<file path="src/rtl/cpu_pkg.sv">
// -----------------------------------------------------------------------------
// cpu_pkg: shared definitions for the 5-stage MIPS core.
//   - opcode constants for the supported instruction subset
//   - ALU-op encodings handed from ID to the EX-stage ALU control
//   - control bundles (EX-visible part plus the ID-only branch flag)
//   - decode_ctrl(): opcode -> control bundle
//   - reg_hit(): nonzero destination matches one of two source registers
// Optional build macro used elsewhere in the core: REGFILE_BYPASS_EN.
// -----------------------------------------------------------------------------
package cpu_pkg;

    localparam logic [5:0] OP_RTYPE = 6'b000000;
    localparam logic [5:0] OP_LW    = 6'b100011;
    localparam logic [5:0] OP_SW    = 6'b101011;
    localparam logic [5:0] OP_BEQ   = 6'b000100;
    localparam logic [5:0] OP_ADDI  = 6'b001000;

    localparam logic [1:0] ALUOP_ADD   = 2'b00;
    localparam logic [1:0] ALUOP_SUB   = 2'b01;
    localparam logic [1:0] ALUOP_FUNCT = 2'b10;

    // Control bits carried into ID/EX and beyond.
    typedef struct packed {
        logic       reg_dst;
        logic       alu_src;
        logic       mem_read;
        logic       mem_write;
        logic       mem_to_reg;
        logic       reg_write;
        logic [1:0] alu_op;
    } ex_ctrl_t;

    // Full decode result; branch is consumed inside ID and never registered.
    typedef struct packed {
        ex_ctrl_t ex;
        logic     branch;
    } ctrl_t;

    function automatic ctrl_t decode_ctrl(input logic [5:0] op);
        ctrl_t c;
        c = '0;
        case (op)
            OP_RTYPE: begin
                c.ex.reg_dst   = 1'b1;
                c.ex.reg_write = 1'b1;
                c.ex.alu_op    = ALUOP_FUNCT;
            end
            OP_LW: begin
                c.ex.alu_src    = 1'b1;
                c.ex.mem_read   = 1'b1;
                c.ex.mem_to_reg = 1'b1;
                c.ex.reg_write  = 1'b1;
                c.ex.alu_op     = ALUOP_ADD;
            end
            OP_SW: begin
                c.ex.alu_src   = 1'b1;
                c.ex.mem_write = 1'b1;
                c.ex.alu_op    = ALUOP_ADD;
            end
            OP_BEQ: begin
                c.ex.alu_op = ALUOP_SUB;
                c.branch    = 1'b1;
            end
            OP_ADDI: begin
                c.ex.alu_src   = 1'b1;
                c.ex.reg_write = 1'b1;
                c.ex.alu_op    = ALUOP_ADD;
            end
            default: c = '0;
        endcase
        return c;
    endfunction

    // $0 is never a real producer, so a zero destination never matches.
    function automatic logic reg_hit(input logic [4:0] dst,
                                     input logic [4:0] src_a,
                                     input logic [4:0] src_b);
        return (dst != 5'd0) && ((dst == src_a) || (dst == src_b));
    endfunction

endpackage

</file>
<file path="src/rtl/reg_file.sv">
// -----------------------------------------------------------------------------
// reg_file: architectural register file, 2 combinational reads, 1 sync write.
//   i_clk, i_rst            clock / async active-high reset (clears all regs)
//   i_raddr_a/b, o_rdata_a/b read ports ($0 always reads 0)
//   i_we, i_waddr, i_wdata  write port (writes to $0 are dropped)
// Build macro REGFILE_BYPASS_EN: a read of the register being written this
// cycle returns i_wdata (write-first); otherwise it returns the stored value.
// -----------------------------------------------------------------------------
module reg_file
    import cpu_pkg::*;
#(
    parameter int DW = 32,
    parameter int RN = 32,
    parameter int AW = $clog2(RN)
) (
    input  logic          i_clk,
    input  logic          i_rst,
    input  logic [AW-1:0] i_raddr_a,
    input  logic [AW-1:0] i_raddr_b,
    output logic [DW-1:0] o_rdata_a,
    output logic [DW-1:0] o_rdata_b,
    input  logic          i_we,
    input  logic [AW-1:0] i_waddr,
    input  logic [DW-1:0] i_wdata
);

    logic [DW-1:0] regs_q [RN];
    logic          wr_en;

    assign wr_en = i_we && (i_waddr != '0);

    always_ff @(posedge i_clk or posedge i_rst) begin
        if (i_rst) begin
            for (int i = 0; i < RN; i++) regs_q[i] <= '0;
        end else if (wr_en) begin
            regs_q[i_waddr] <= i_wdata;
        end
    end

    always_comb begin
        o_rdata_a = regs_q[i_raddr_a];
        if (i_raddr_a == '0) o_rdata_a = '0;
`ifdef REGFILE_BYPASS_EN
        else if (wr_en && (i_waddr == i_raddr_a)) o_rdata_a = i_wdata;
`endif
    end

    always_comb begin
        o_rdata_b = regs_q[i_raddr_b];
        if (i_raddr_b == '0) o_rdata_b = '0;
`ifdef REGFILE_BYPASS_EN
        else if (wr_en && (i_waddr == i_raddr_b)) o_rdata_b = i_wdata;
`endif
    end

endmodule

</file>
<file path="src/rtl/id_stage.sv">
// -----------------------------------------------------------------------------
// id_stage: instruction decode stage of the 5-stage MIPS pipeline.
//   Inputs : i_clk, i_rst (async, active high), IF/ID pair (i_next_pc,
//            i_instr), WB write port (i_wb_*), EX/MEM producer (i_mem_*).
//   To IF  : o_pc_src, o_branch_addr, o_stall, o_if_flush (combinational).
//   ID/EX  : o_next_pc, o_rs_data, o_rt_data, o_imm, o_rs/o_rt/o_rd and the
//            control bits, all registered.
// beq is resolved here, so it must wait until any in-flight producer of its
// operands has written back. Build macro REGFILE_BYPASS_EN: with the
// write-first register file the WB-stage producer is already visible, without
// it the beq also waits out the WB stage.
// -----------------------------------------------------------------------------
module id_stage
    import cpu_pkg::*;
#(
    parameter int DW = 32,
    parameter int RN = 32
) (
    input  logic          i_clk,
    input  logic          i_rst,
    input  logic [DW-1:0] i_next_pc,
    input  logic [31:0]   i_instr,
    input  logic          i_wb_reg_write,
    input  logic [4:0]    i_wb_rd,
    input  logic [DW-1:0] i_wb_data,
    input  logic          i_mem_reg_write,
    input  logic [4:0]    i_mem_rd,
    output logic          o_pc_src,
    output logic [DW-1:0] o_branch_addr,
    output logic          o_stall,
    output logic          o_if_flush,
    output logic [DW-1:0] o_next_pc,
    output logic [DW-1:0] o_rs_data,
    output logic [DW-1:0] o_rt_data,
    output logic [DW-1:0] o_imm,
    output logic [4:0]    o_rs,
    output logic [4:0]    o_rt,
    output logic [4:0]    o_rd,
    output logic          o_reg_dst,
    output logic          o_alu_src,
    output logic          o_mem_read,
    output logic          o_mem_write,
    output logic          o_mem_to_reg,
    output logic          o_reg_write,
    output logic [1:0]    o_alu_op
);

    typedef struct packed {
        logic [DW-1:0] next_pc;
        logic [DW-1:0] rs_data;
        logic [DW-1:0] rt_data;
        logic [DW-1:0] imm;
        logic [4:0]    rs;
        logic [4:0]    rt;
        logic [4:0]    rd;
        ex_ctrl_t      ctrl;
    } idex_t;

    idex_t         idex_q, idex_d;
    ctrl_t         ctrl;
    logic [4:0]    rs, rt, rd;
    logic [DW-1:0] imm;
    logic [DW-1:0] rs_val, rt_val;
    logic [4:0]    ex_dst;
    logic          load_use, ex_haz, mem_haz, wb_haz, br_haz, stall;

    // Field split and sign extension
    assign rs   = i_instr[25:21];
    assign rt   = i_instr[20:16];
    assign rd   = i_instr[15:11];
    assign imm  = {{(DW-16){i_instr[15]}}, i_instr[15:0]};
    assign ctrl = decode_ctrl(i_instr[31:26]);

    reg_file #(.DW(DW), .RN(RN)) u_rf (
        .i_clk     (i_clk),
        .i_rst     (i_rst),
        .i_raddr_a (rs),
        .i_raddr_b (rt),
        .o_rdata_a (rs_val),
        .o_rdata_b (rt_val),
        .i_we      (i_wb_reg_write),
        .i_waddr   (i_wb_rd),
        .i_wdata   (i_wb_data)
    );

    // Hazard detection. Load-use applies to every consumer; the producer
    // checks below only matter for beq, which compares operands in ID.
    assign ex_dst   = idex_q.ctrl.reg_dst ? idex_q.rd : idex_q.rt;
    assign load_use = idex_q.ctrl.mem_read && reg_hit(idex_q.rt, rs, rt);
    assign ex_haz   = idex_q.ctrl.reg_write && reg_hit(ex_dst, rs, rt);
    assign mem_haz  = i_mem_reg_write && reg_hit(i_mem_rd, rs, rt);
`ifdef REGFILE_BYPASS_EN
    assign wb_haz   = 1'b0;
`else
    assign wb_haz   = i_wb_reg_write && reg_hit(i_wb_rd, rs, rt);
`endif
    assign br_haz   = ctrl.branch && (ex_haz || mem_haz || wb_haz);
    assign stall    = load_use || br_haz;

    // A stalled beq must not redirect fetch; it is re-evaluated next cycle.
    assign o_stall       = stall;
    assign o_pc_src      = ctrl.branch && (rs_val == rt_val) && !stall;
    assign o_if_flush    = o_pc_src;
    assign o_branch_addr = i_next_pc + {imm[DW-3:0], 2'b00};

    always_comb begin
        idex_d = '0;
        if (!stall) begin
            idex_d.next_pc = i_next_pc;
            idex_d.rs_data = rs_val;
            idex_d.rt_data = rt_val;
            idex_d.imm     = imm;
            idex_d.rs      = rs;
            idex_d.rt      = rt;
            idex_d.rd      = rd;
            idex_d.ctrl    = ctrl.ex;
        end
    end

    always_ff @(posedge i_clk or posedge i_rst) begin
        if (i_rst) idex_q <= '0;
        else       idex_q <= idex_d;
    end

    assign o_next_pc    = idex_q.next_pc;
    assign o_rs_data    = idex_q.rs_data;
    assign o_rt_data    = idex_q.rt_data;
    assign o_imm        = idex_q.imm;
    assign o_rs         = idex_q.rs;
    assign o_rt         = idex_q.rt;
    assign o_rd         = idex_q.rd;
    assign o_reg_dst    = idex_q.ctrl.reg_dst;
    assign o_alu_src    = idex_q.ctrl.alu_src;
    assign o_mem_read   = idex_q.ctrl.mem_read;
    assign o_mem_write  = idex_q.ctrl.mem_write;
    assign o_mem_to_reg = idex_q.ctrl.mem_to_reg;
    assign o_reg_write  = idex_q.ctrl.reg_write;
    assign o_alu_op     = idex_q.ctrl.alu_op;

endmodule

</file>
<file path="config.mk">
export PLATFORM = sky130hd
export DESIGN_NAME = id_stage
export DESIGN_NICKNAME = d
export VERILOG_FILES = /design/src/rtl/cpu_pkg.sv /design/src/rtl/reg_file.sv /design/src/rtl/id_stage.sv
export SDC_FILE = /design/constraint.sdc
export NUM_CORES = 2
export LEC_CHECK = 0
export ABC_AREA = 0
export BUFFER_PORTS_ARGS = -buffer_cell sky130_fd_sc_hd__buf_2
export CORE_AREA = 2 2 356 358
export CTS_BUF_LIST = sky130_fd_sc_hd__clkbuf_4 sky130_fd_sc_hd__clkbuf_8 sky130_fd_sc_hd__clkbuf_16
export CTS_CLUSTER_SIZE = 30
export DETAILED_ROUTE_END_ITERATION = 10
export DIE_AREA = 0 0 358 360
export PLACE_DENSITY = 0.74
export SYNTH_ARGS = -nofsm -noshare
export SYNTH_HDL_FRONTEND = slang
export SYNTH_HIERARCHICAL = 1
export SYNTH_SLANG_ARGS = --single-unit
</file>
<file path="constraint.sdc">
create_clock -name i_clk -period 99.7 [get_ports i_clk]
set_input_delay 19.94 -clock i_clk [delete_from_list [all_inputs] [get_ports i_clk]]
set_output_delay 19.94 -clock i_clk [all_outputs]
set_load 0.02 [all_outputs]
</file>
==> out/summary.txt <==
Post-synthesis sequential area ratio - 46.4%
Ys async rst share - 100%
Number of antenna violations at the first check in global routing - 17
Top_reg_cell synth - dfrtp_1
Final Skew - 0.0299 ns
Post-CTS setup buffers - 0
CTS tree - done
Row count - 130
Routability cong. - 0.890
Cells on worst reg2reg path - 9
Synth warnings - 6
DR WL/cell - 31.7 um
First-pass GRT wire length - 288000 um
LEAKAGE - 30.2 nW
Commonest non-fill, non-tap cell in the layout - dfrtp_1
Kind of critical path - in2out
Hold Slack - 0.396 ns
Worst hold path cell count - 0
CP startpoint - i_instr[17]
GR Overflow Total - 0
Cts bufs inserted - 119
Minimum clock period - 45.91 ns
Most frequent cells in the layout - dfrtp_1, mux2_2, mux4_2, buf_2, nand2_1
Pwr dens - 20.2 nW/um^2
Startpoint Class - input port
Cell count after placement - 5950
Yosys top cell by area - dfrtp_1
Clk network pwr share - 34.5%
All-layer global routing usage - 30.2%
Port bufs - 295
Die area - 129000 um^2
Syn Nets - 4548
Hold EP - u_rf/regs_q[1012]
Root Buffer - clkbuf_16
Die width - 358 um
Syn_area_per_cell - 14.1 um^2
Initial core utilization - 49.7%
DRC - 0
Max-Cap Viols - 0
Final Net Count - 4561
Distinct cells, synth - 71
Hpwl dp - 114000 um
WL met3 - 23400 um
Number of setup violations in the final report - 0
Max Fclk - 21.8 MHz
Area grow syn2layout - 9.59%
WL final - 196000 um
Share of post-route cells with drive strength above 1 - 46.0%
Via count - 42300
Max IR drop VDD - 15.6 uV
Drt first pass iters - 6
Synth Instances - 4408
DRT iter0 DRCs - 5103
Worst Min Path Start - u_rf/regs_q[1012]
Final Hold Fails - 0
Filler Cell Count - 10000
Max Used Layer - met5
Sw Share - 28.5%
Via density per instance - 6.85
Clock Sinks - 1153
Leading post-synthesis cells by cell area - dfrtp_1, mux2_2, mux4_2, mux4_1, mux2i_1
Switching power - 393 uW
Synthesized cell area - 62100 um^2
CTS Buffer Depth - 3
Status - complete, no violations
Flop-to-flop setup slack - 95.49 ns
Vias in the first global route - 42500
Post-CTS resize count - 0
Number of flops mapped to enable cells by yosys - 0
Core area - 125000 um^2
Slew HR - 24.0%
CP arrival - 25.97 ns
Reg-to-Reg Start - o_imm[30]
CP Max Fanout - 89
Internal power - 986 uW
Die height - 360 um
Sum Neg Setup Slack - 0 ns
Met2 WL - 87000 um
Slew @ Worst Pin - 1.13 ns
R2r endpoint - o_rs_data[18]
Worst setup EP type - primary output
RSZ-0062 raised after global routing - false
Part of the power in registers - 44.5%
IO Pins - 296
Share of the synthesized area in the top cell type - 46.4%
Critical path required time - 79.76 ns
Logic pwr share - 21.0%
Slew Limit Fails - 0
# H-tree levels - 3
Post-CTS Hold Buffers - 0
#FFs+latches synth - 1153
Metal-1 WL - 76300 um
Final Non-Filler Cells - 6178
Worst min-delay path class - reg2reg
Clk_lat worst skew - 0.76 ns
Detail Route Antenna Nets - 0
Largest net degree at the start of global routing - 169
Fin crit share - 46.0%
Clock-pin slew on the worst setup and hold paths - 0.06 ns
[power by group through the flow]
stage          combinational [mW]  sequential (mW)  clock [mW]
2_1_floorplan               0.214            0.606           0
3_3_place_gp                0.279            0.611           0
3_5_place_dp                0.285            0.618           0
4_1_cts                     0.287            0.610       0.478
5_1_grt                     0.307            0.622       0.498
6_report                    0.290            0.614       0.475
[metal layers]
| metal | vias to the layer above | track usage (%) |
|---|---|---|
| met5 | - | 0 |
| met4 | 16 | 13.1 |
| met3 | 580 | 10.1 |
| li1 | 16700 | - |
| met1 | 22300 | 40.9 |
| met2 | 2682 | 44.5 |
[registers in the layout, indices dropped and copies added (netlist names), 2 cells and up]
signal and flops:
o_alu_op 2, o_imm 12, o_next_pc 32, o_rd 4
o_rs 5, o_rs_data 32, o_rt 5, o_rt_data 32
u_rf/regs_q 1024
[worst max-delay path, cell delays in order]
cell      delay [ns]
buf_8           0.52
buf_4           0.71
buf_12          0.60
nor2b_4         0.70
buf_4           0.47
a221oi_1        0.16
o21ai_0         0.11
a311oi_1        0.16
xor2_1          0.26
nor4_1          0.97
nand4_1         0.19
nor2_1          0.53
and4_1          0.30
buf_2           0.17
[cells by family after synthesis]
logic type,share of synthesized area (%)
XOR/XNOR,1.40
AND/OR/NAND/NOR,3.82
adder cells (fa/ha/maj),0.616
multiplexers,37.8
buffers and inverters,4.59
AO/OA/AOI/OAI,5.28
flip-flops,46.4
[how the worst max path moves through the flow]
stage                     end  slack, ns  cells past startpoint
6_report           o_if_flush      53.79                     14
5_1_grt              o_pc_src      53.54                     14
4_1_cts            o_if_flush      54.02                     14
3_5_place_dp       o_if_flush      54.06                     14
3_3_place_gp       o_if_flush      54.08                     14
2_1_floorplan  u_rf/regs_q[0]      50.94                      1
[cell type report]
class                   count  area (um^2)  area share, %
repair buffers            389         2300           3.37
inverters                  14         67.6         0.0992
flip-flops and latches   1153        28900           42.4
well taps                1650         2060           3.03
clock inverters            46          596          0.875
diodes                      7         17.5         0.0257
multi-input cells        2744        30600           44.9
clock buffers             175         3600           5.29
[stage by stage]
stage                     area [um^2]  power (mW)  utilization [%]  worst slack (ns)
after floorplan                 62100       0.820                -             50.94
final                           68100        1.38             54.5             53.79
after global routing            68100        1.43             54.5             53.54
after global placement          63900       0.890             51.1             54.08
after CTS                       68100        1.37             54.5             54.02
after detailed placement        63900       0.903             51.1             54.06
[cells in the mapped netlist (4+ instances only)]
cell type	instances
a211oi_1	69
a21o_1	13
a21oi_1	25
a221oi_1	44
a22oi_1	64
a311oi_1	66
a31oi_1	6
and3_1	7
buf_2	132
buf_4	92
buf_6	51
clkbuf_1	214
dfrtp_1	1153
ha_1	29
inv_1	12
mux2_1	35
mux2_2	1021
mux2i_1	133
mux4_1	52
mux4_2	395
nand2_1	199
nand2b_1	4
nand3_1	12
nand3b_1	5
nand4_1	7
nor2_1	148
nor2_2	10
nor2b_1	68
nor3_1	18
nor3b_1	4
nor4_1	10
o2111ai_1	22
o211ai_1	8
o21a_1	5
o21ai_0	35
o21ai_1	87
o21bai_1	4
xnor2_1	39
xor2_1	60
No activity file was read; power rests on OpenSTA's default activity.
